**src/rtl/ttt_pkg.sv**
```systemverilog
// ---------------------------------------------------------------------------
// ttt_pkg
// Shared types and constants for the tic-tac-toe board blocks.
//   box_state_e : per-box occupancy code (EMPTY / X / O; 2'b11 reserved)
//   NO_BOX      : cursor value meaning "no empty box exists"
//   CELL/PITCH/OFFSET : LED-matrix geometry of one box footprint
// ---------------------------------------------------------------------------
package ttt_pkg;

  typedef enum logic [1:0] {
    EMPTY = 2'b00,
    X     = 2'b01,
    O     = 2'b10
  } box_state_e;

  localparam int          NUM_BOXES = 9;
  localparam logic [3:0]  NO_BOX    = 4'd9;

  // A box occupies CELL pixels, boxes repeat every PITCH pixels, and the
  // first box starts OFFSET pixels in from the matrix edge.
  localparam int CELL   = 4;
  localparam int PITCH  = 5;
  localparam int OFFSET = 1;

endpackage

```
**src/rtl/next_empty_finder.sv**
```systemverilog
// ---------------------------------------------------------------------------
// next_empty_finder
// Combinational forward search for the first empty box at or after a start
// index, wrapping from box 8 back to box 0.
//   empty_mask [8:0] in  : bit k set when box k is empty
//   start      [3:0] in  : first index to examine (0-8)
//   idx        [3:0] out : first empty index found (NO_BOX when none)
//   none             out : no box is empty at all
// ---------------------------------------------------------------------------
module next_empty_finder
  import ttt_pkg::*;
(
  input  logic [8:0] empty_mask,
  input  logic [3:0] start,
  output logic [3:0] idx,
  output logic       none
);

  logic       found;
  logic [4:0] cand;

  always_comb begin
    found = 1'b0;
    idx   = NO_BOX;
    cand  = 5'd0;
    for (int i = 0; i < NUM_BOXES; i++) begin
      // start + i stays below 18, so one conditional subtract is a full mod 9
      cand = 5'(start) + 5'(i);
      if (cand >= 5'(NUM_BOXES)) begin
        cand = cand - 5'(NUM_BOXES);
      end
      if (!found && empty_mask[cand[3:0]]) begin
        found = 1'b1;
        idx   = cand[3:0];
      end
    end
    none = ~found;
  end

endmodule

```
**src/rtl/box_selector.sv**
```systemverilog
// ---------------------------------------------------------------------------
// box_selector
// Cursor over the empty boxes of the 3x3 board, drawn as a green 4x4 block
// on the 16x16 LED matrix.
//   clk              in  : system clock
//   reset            in  : asynchronous active-low reset
//   next             in  : advance request (level; rising edge = one press)
//   out0..out8 [1:0] in  : box states, row-major; non-zero = occupied
//   GrnPixels [15:0][15:0] out : green plane [row][col], lit on box curBox
//   curBox     [3:0] out : selected box 0-8, or 9 when the board is full
// ---------------------------------------------------------------------------
module box_selector
  import ttt_pkg::*;
(
  input  logic              clk,
  input  logic              reset,
  input  logic              next,
  input  logic [1:0]        out0,
  input  logic [1:0]        out1,
  input  logic [1:0]        out2,
  input  logic [1:0]        out3,
  input  logic [1:0]        out4,
  input  logic [1:0]        out5,
  input  logic [1:0]        out6,
  input  logic [1:0]        out7,
  input  logic [1:0]        out8,
  output logic [15:0][15:0] GrnPixels,
  output logic [3:0]        curBox
);

  logic [3:0] cur_box_q, cur_box_d;
  logic       next_dly_q, next_dly_d;   // registered copy of next

  logic [1:0] box_state [NUM_BOXES];
  logic [8:0] empty_mask;
  logic       press;
  logic       cur_valid;
  logic       cur_empty;
  logic [3:0] search_start;
  logic [3:0] found_idx;
  logic       no_empty;

  assign box_state[0] = out0;
  assign box_state[1] = out1;
  assign box_state[2] = out2;
  assign box_state[3] = out3;
  assign box_state[4] = out4;
  assign box_state[5] = out5;
  assign box_state[6] = out6;
  assign box_state[7] = out7;
  assign box_state[8] = out8;

  generate
    for (genvar gi = 0; gi < NUM_BOXES; gi++) begin : g_empty
      assign empty_mask[gi] = (box_state[gi] == EMPTY);
    end
  endgenerate

  assign press     = next & ~next_dly_q;
  assign cur_valid = (cur_box_q < NO_BOX);

  always_comb begin
    cur_empty = 1'b0;
    if (cur_valid) begin
      cur_empty = empty_mask[cur_box_q];
    end
  end

  // Re-seek and advance both search from the box after the cursor; from
  // NO_BOX the search restarts at box 0. Re-seek and advance share it.
  assign search_start = (!cur_valid || cur_box_q == 4'd8) ? 4'd0 : cur_box_q + 4'd1;

  next_empty_finder u_finder (
    .empty_mask (empty_mask),
    .start      (search_start),
    .idx        (found_idx),
    .none       (no_empty)
  );

  // Priority: full board, then re-seek off an occupied/invalid cursor (which
  // swallows any simultaneous press), then a press, else hold. A sole empty
  // cursor box is found again by the wrapped search, so it stays put.
  always_comb begin
    next_dly_d = next;
    cur_box_d  = cur_box_q;
    if (no_empty) begin
      cur_box_d = NO_BOX;
    end else if (!cur_empty) begin
      cur_box_d = found_idx;
    end else if (press) begin
      cur_box_d = found_idx;
    end
  end

  always_ff @(posedge clk or negedge reset) begin
    if (!reset) begin
      cur_box_q  <= 4'd0;
      next_dly_q <= 1'b0;
    end else begin
      cur_box_q  <= cur_box_d;
      next_dly_q <= next_dly_d;
    end
  end

  assign curBox = cur_box_q;

  // Pixel decoder: a pixel is lit when its row and its column both fall in
  // the footprint of the current box.
  logic [1:0]  box_row, box_col;
  logic [4:0]  row_lo, col_lo;
  logic [15:0] row_hit, col_hit;

  always_comb begin
    box_row = 2'(cur_box_q / 4'd3);
    box_col = 2'(cur_box_q % 4'd3);
    row_lo  = 5'(PITCH) * {3'b000, box_row} + 5'(OFFSET);
    col_lo  = 5'(PITCH) * {3'b000, box_col} + 5'(OFFSET);
  end

  generate
    for (genvar gi = 0; gi < 16; gi++) begin : g_hit
      assign row_hit[gi] = cur_valid && (5'(gi) >= row_lo) && (5'(gi) < row_lo + 5'(CELL));
      assign col_hit[gi] = cur_valid && (5'(gi) >= col_lo) && (5'(gi) < col_lo + 5'(CELL));
    end
    for (genvar gi = 0; gi < 16; gi++) begin : g_row
      for (genvar gj = 0; gj < 16; gj++) begin : g_col
        assign GrnPixels[gi][gj] = row_hit[gi] & col_hit[gj];
      end
    end
  endgenerate

endmodule

```
**config.mk**
```make
export PLATFORM = sky130hd
export DESIGN_NAME = box_selector
export DESIGN_NICKNAME = d
export VERILOG_FILES = /design/src/rtl/ttt_pkg.sv /design/src/rtl/next_empty_finder.sv /design/src/rtl/box_selector.sv
export SDC_FILE = /design/constraint.sdc
export NUM_CORES = 1
export LEC_CHECK = 0
export BUFFER_PORTS_ARGS = -buffer_cell sky130_fd_sc_hd__clkbuf_2
export CAP_MARGIN = 20
export CORE_UTILIZATION = 27
export CTS_BUF_LIST = sky130_fd_sc_hd__clkbuf_4 sky130_fd_sc_hd__clkbuf_8 sky130_fd_sc_hd__clkbuf_16
export DETAILED_ROUTE_END_ITERATION = 7
export HOLD_SLACK_MARGIN = 0.15
export PLACE_DENSITY = 0.61
export SYNTH_ARGS = -nofsm -noshare
export SYNTH_HDL_FRONTEND = slang
export SYNTH_HIERARCHICAL = 1
export SYNTH_SLANG_ARGS = --single-unit
```
**constraint.sdc**
```tcl
create_clock -name clk -period 5 [get_ports clk]
set_input_delay 1 -clock clk [delete_from_list [all_inputs] [get_ports clk]]
set_output_delay 1 -clock clk [all_outputs]
set_load 0.03 [all_outputs]
```
Word-level counts from Yosys, hierarchy flattened
Cells that the tools add are included.
{ "totals": {"regBits": 5, "inputBits": 21, "wordCells": 515} }
{ "classes": {"add_sub_neg": 22, "mul": 2, "div_mod_pow": 2, "magnitude_cmp": 84, "eq_ne": 2, "mux": 52, "bitwise": 258, "n_reduce_logical": 91} }
{ "op_table": {"columns": ["cell", "n"], "rows": [
  ["$and 1x1->1", 257],
  ["$mux 4", 22],
  ["$ge 4x5->1 const A", 16],
  ["$lt 4x5->1 const A", 16],
  ["$logic_and 1x1->1", 72],
  ["$lt 4x5->1 const B", 10],
  ["$bmux 1 s4", 10],
  ["$ge 3x5->1 const A", 8],
  ["$ge 5x4->1 const B", 8],
  ["$lt 3x5->1 const A", 8],
  ["$sub 4x4->4 const B", 9],
  ["$add 4x3->5 const B", 4],
  ["$ge 1x5->1 const A", 4],
  ["$ge 2x5->1 const A", 4],
  ["$lt 1x5->1 const A", 4],
  ["$lt 2x5->1 const A", 4],
  ["$mux 1", 20],
  ["$logic_not 2->1", 9],
  ["$add 4x2->5 const B", 2],
  ["$add 5x1->5 const B", 2],
  ["$add 5x3->5 const B", 2],
  ["$mul 3x2->5 const A", 2],
  ["$logic_not 1->1", 9],
  ["$add 4x1->5 const B", 1],
  ["10 further kinds", 10]
]} }

Depth between registers and ports, before layout
{ "logic_depth": {"ltp_word": 36, "ltp_mapped": 23, "depth_no_buf": 19} }

Modules after synthesis
The synthesis kept the hierarchy.
{ "by_module_without_submodules": {"columns": ["mod", "instances", "cells_each", "area_each_um2"], "rows": [
  ["next_empty_finder", 1, 543, 3719.8],
  ["box_selector", 1, 427, 2775.2]
]} }

Least setup slack after synthesis
No wires, ideal clock.
{ "synth_timing": {"path_kind": "register to output", "start": "reg cur_box_q[0], in the netlist curBox[0]", "end": "out GrnPixels[112] in the netlist's numbering", "arrival_ps": 5044, "setup_slack_ps": -1044, "stages_incl_launch_ff": 21, "cell_sequence": "dfrtp_1 clkbuf_1 inv_1 ha_1 nand2_1 o21ai_0 xnor2_1 ha_1 nor3b_1 o21a_1 nor3_2 or2_1 buf_2 inv_1 ha_1 clkbuf_1 inv_1 a2111oi_2 a311oi_2 nor3_1 buf_4"} }
{ "synth_rtl": {"columns": ["element", "line", "text"], "rows": [
  ["from (decl)", "box_selector.sv:31", "logic [3:0] cur_box_q, cur_box_d;"],
  ["from (signal assigned)", "box_selector.sv:100", "cur_box_q <= cur_box_d;"],
  ["to (decl)", "box_selector.sv:27", "output logic [15:0][15:0] GrnPixels,"]
]} }

==> results by group <==
Status
  – Run status: finished clean

Cells and area
  – Layout cells sized above 1: 0.457
  – Diode count: 0
  – Area Overhead vs Synth: 33.0%
  – Multi-input logic area: ~5700 sq um
  – Fillers: 2505
  – Fin nets: approximately 1200
  – Reg area: 130 sq um

Drt
  – Drt first pass iters: 5
  – Post-route ant nets: 0
  – Via count: 8051
  – DRC Markers: 0
  – Routed wire length: 27600 um
  – Initial DRC count: 845
  – Routed len/inst: 18.6 um
  – Vias per Instance: 5.44

Yosys
  – Post-synthesis sequential area ratio: 0.0193
  – Synth async-reset ratio: 1.00
  – Yosys warns: 6
  – Syn Inst Count: 970
  – Count of flip-flops with a built-in enable after synthesis: 0
  – Syn Area/Cell: 6.70 sq um
  – Post-synthesis register bit count: 5
  – Synth cell types: 95
  – Cell area after synthesis: around 6500 sq um
  – Synth Flop Type: dfrtp_1

Timing
  – Clock Skew: 0.00409 ns
  – Headroom to the max-slew limit: 0.310
  – Tmin final: 4.91 ns
  – Pins over their slew limit: 0
  – Tcrit/Tclk final: 0.983
  – Hold slack: 0.590 ns
  – Actual slew at the worst max-slew pin: 1.03 ns
  – Peak Freq: 203 MHz
  – Fin. Hold Viols: 0
  – RSZ-0062 raised after global routing: yes
  – Setup violators final: 0

Die
  – Initial Utilization: 0.276
  – Die area: 24700 sq um
  – Core Box Area: 23500 sq um
  – Die Ht: 157 um
  – IO Count: 281
  – Horiz. Die Dim: between 150 and 200 um
  – Num rows: 56

CTS
  – Total CTS buffers: 3
  – Clock transition at path regs: 0.04 ns
  – Clk_lat worst skew: 0.23 ns
  – Max Buffers Root-to-Sink: 2
  – Root buf cell: clkbuf_16
  – H-tree Lvls: 1
  – Sink Count: 5
  – TritonCTS clock tree: built

GRT
  – Largest net degree at the start of global routing: 38
  – GR Util met1: 0.274
  – GR Layer Usage met2: 0.345
  – GR peak layer: met2
  – Global-route wire length before repair: 40100 um
  – M3 GR Usage: 0.0295
  – GRT overflow: 0
  – Vias in the first global route: just under 7000
  – Initial antenna violation count: 0
  – GR Util All Layers: 0.208

Run
  – Max cap viols: 0

Critical path
  – Reg-to-reg critical path endpoint: curBox[0]
  – Setup crit start kind: flop
  – Crit path launch: curBox[3]
  – Setup Crit Path Kind: flop to output port
  – Arrival @ worst endpoint: 3.91 ns
  – Reg2reg path depth: 18
  – Flop-to-flop setup slack: 0.21 ns
  – Reg-to-Reg Start: curBox[0]
  – CP Capture Type: output port
  – WP data required: 4.00 ns
  – CP max FO: 12

Placement
  – RD Place Congestion: just over 0.9
  – Hpwl dp: 21000 um
  – IO buf count: 249

Hold path
  – Worst min path class: input port to async pin
[cell usage after synthesis (11+ instances only)]
cell	instances	share of area
a211oi_1	23	0.027
a21oi_1	34	0.026
buf_2	21	0.016
buf_4	134	0.15
clkbuf_1	42	0.024
ha_1	40	0.077
inv_1	27	0.016
mux2i_1	23	0.035
mux4_2	11	0.038
nand2_1	48	0.028
nand2b_1	19	0.018
nand3_1	36	0.028
nor2_1	147	0.085
nor2b_1	16	0.015
nor3_1	35	0.027
o211ai_1	17	0.020
o21ai_0	43	0.033
xnor2_1	21	0.028
[kinds of logic (layout without fill, tap and decap cells)]
kind of cell    after synthesis  in the layout  share of synthesized area
compound gates              249            249                      0.279
fa+ha+maj                    40             40                     0.0771
simple gates                375            376                      0.283
mux                          41             41                     0.0857
xor+xnor                     25             25                     0.0360
flops                         5              5                     0.0193
buf+inv                     234            394                      0.219
other cells                   1             31                   0.000577
[cell usage in the layout, fill, tap and decap left out, types with 11 or more instances in the layout]
master / Yosys / routed
clkbuf_2: 1 / 209
nor2_1: 147 / 119
buf_4: 134 / 114
nand2_1: 48 / 46
o21ai_0: 43 / 41
nand3_1: 36 / 33
a21oi_1: 34 / 31
conb_1: 1 / 31
ha_1: 40 / 29
clkbuf_4: 0 / 25
inv_1: 27 / 21
nor3_1: 35 / 21
mux2i_1: 23 / 21
a211oi_1: 23 / 19
xnor2_1: 21 / 19
nand2b_1: 19 / 17
o211ai_1: 17 / 17
nor2_2: 0 / 15
nor2_4: 0 / 14
nor3_2: 1 / 13
mux4_2: 11 / 11
[worst max path at each step]
stage / to / slack (ns) / depth (start not counted)
floorplan: GrnPixels[193] / -0.14 / 18
global placement: GrnPixels[73] / 0.11 / 19
detailed placement: GrnPixels[217] / 0.03 / 18
CTS: GrnPixels[18] / -0.003 / 18
global route: GrnPixels[107] / -0.09 / 19
finish: GrnPixels[14] / 0.09 / 19
[per-stage QoR]
| step | TNS (ns) | worst slack [ns] | instance area, sq um | utilization | cells |
|---|---|---|---|---|---|
| final | 0 | 0.0856 | 8640 | 0.367 | 1480 |
| after global routing | -2.51 | -0.0881 | 8640 | 0.367 | 1480 |
| after CTS | -0.00385 | -0.00349 | 8270 | 0.351 | 1467 |
| after detailed placement | 0 | 0.0336 | 8140 | 0.346 | 1461 |
| after global placement | 0 | 0.105 | 8140 | 0.346 | 1461 |
| after floorplan | -2.33 | -0.143 | 7140 | - | 1000 |
[what timing repair did]
action | 4_1_cts | 5_1_grt
cloned | 0 | 1
resized for setup | 11 | 128
pin swaps | 1 | 7
hold buffers | 0 | 0
setup buffers | 2 | 12
setup endpoints to repair | 97 | 180
[cell type report]
cell class,instances,area share
clock buffer,4,0.00956
inverter,30,0.0133
multi-input combinational,762,0.656
sequential,5,0.0151
tap,319,0.0462
timing repair buffer,360,0.259
[metal layers]
metal,wire (um),part of all wire
met4,723,0.026
met2,13100,0.47
met1,11500,0.42
met5,0,0
met3,2310,0.084
[worst max-delay path, cell delays in order (launching register included)]
cell and delay (ns):
dfrtp_2 0.43, nor2b_4 0.13, ha_2 0.17, inv_2 0.04
ha_4 0.16, o21ai_4 0.09, xnor2_2 0.14, ha_2 0.22
nor2b_2 0.06, and2_2 0.20, nor3_2 0.23, or2_4 0.22
inv_4 0.06, ha_4 0.18, a21oi_4 0.17, nand2b_2 0.18
or2_4 0.31, buf_4 0.23, nor3b_2 0.22, clkbuf_4 0.22
[state kept, by name, summed over array words and instances, names as in the netlist]
| name | cells |
|---|---|
| next_dly_q | 1 |
| curBox | 4 |
Power is left out: the tool's default activity adds up to more than one toggle a clock period on the data nets, which glitch-free logic cannot reach.
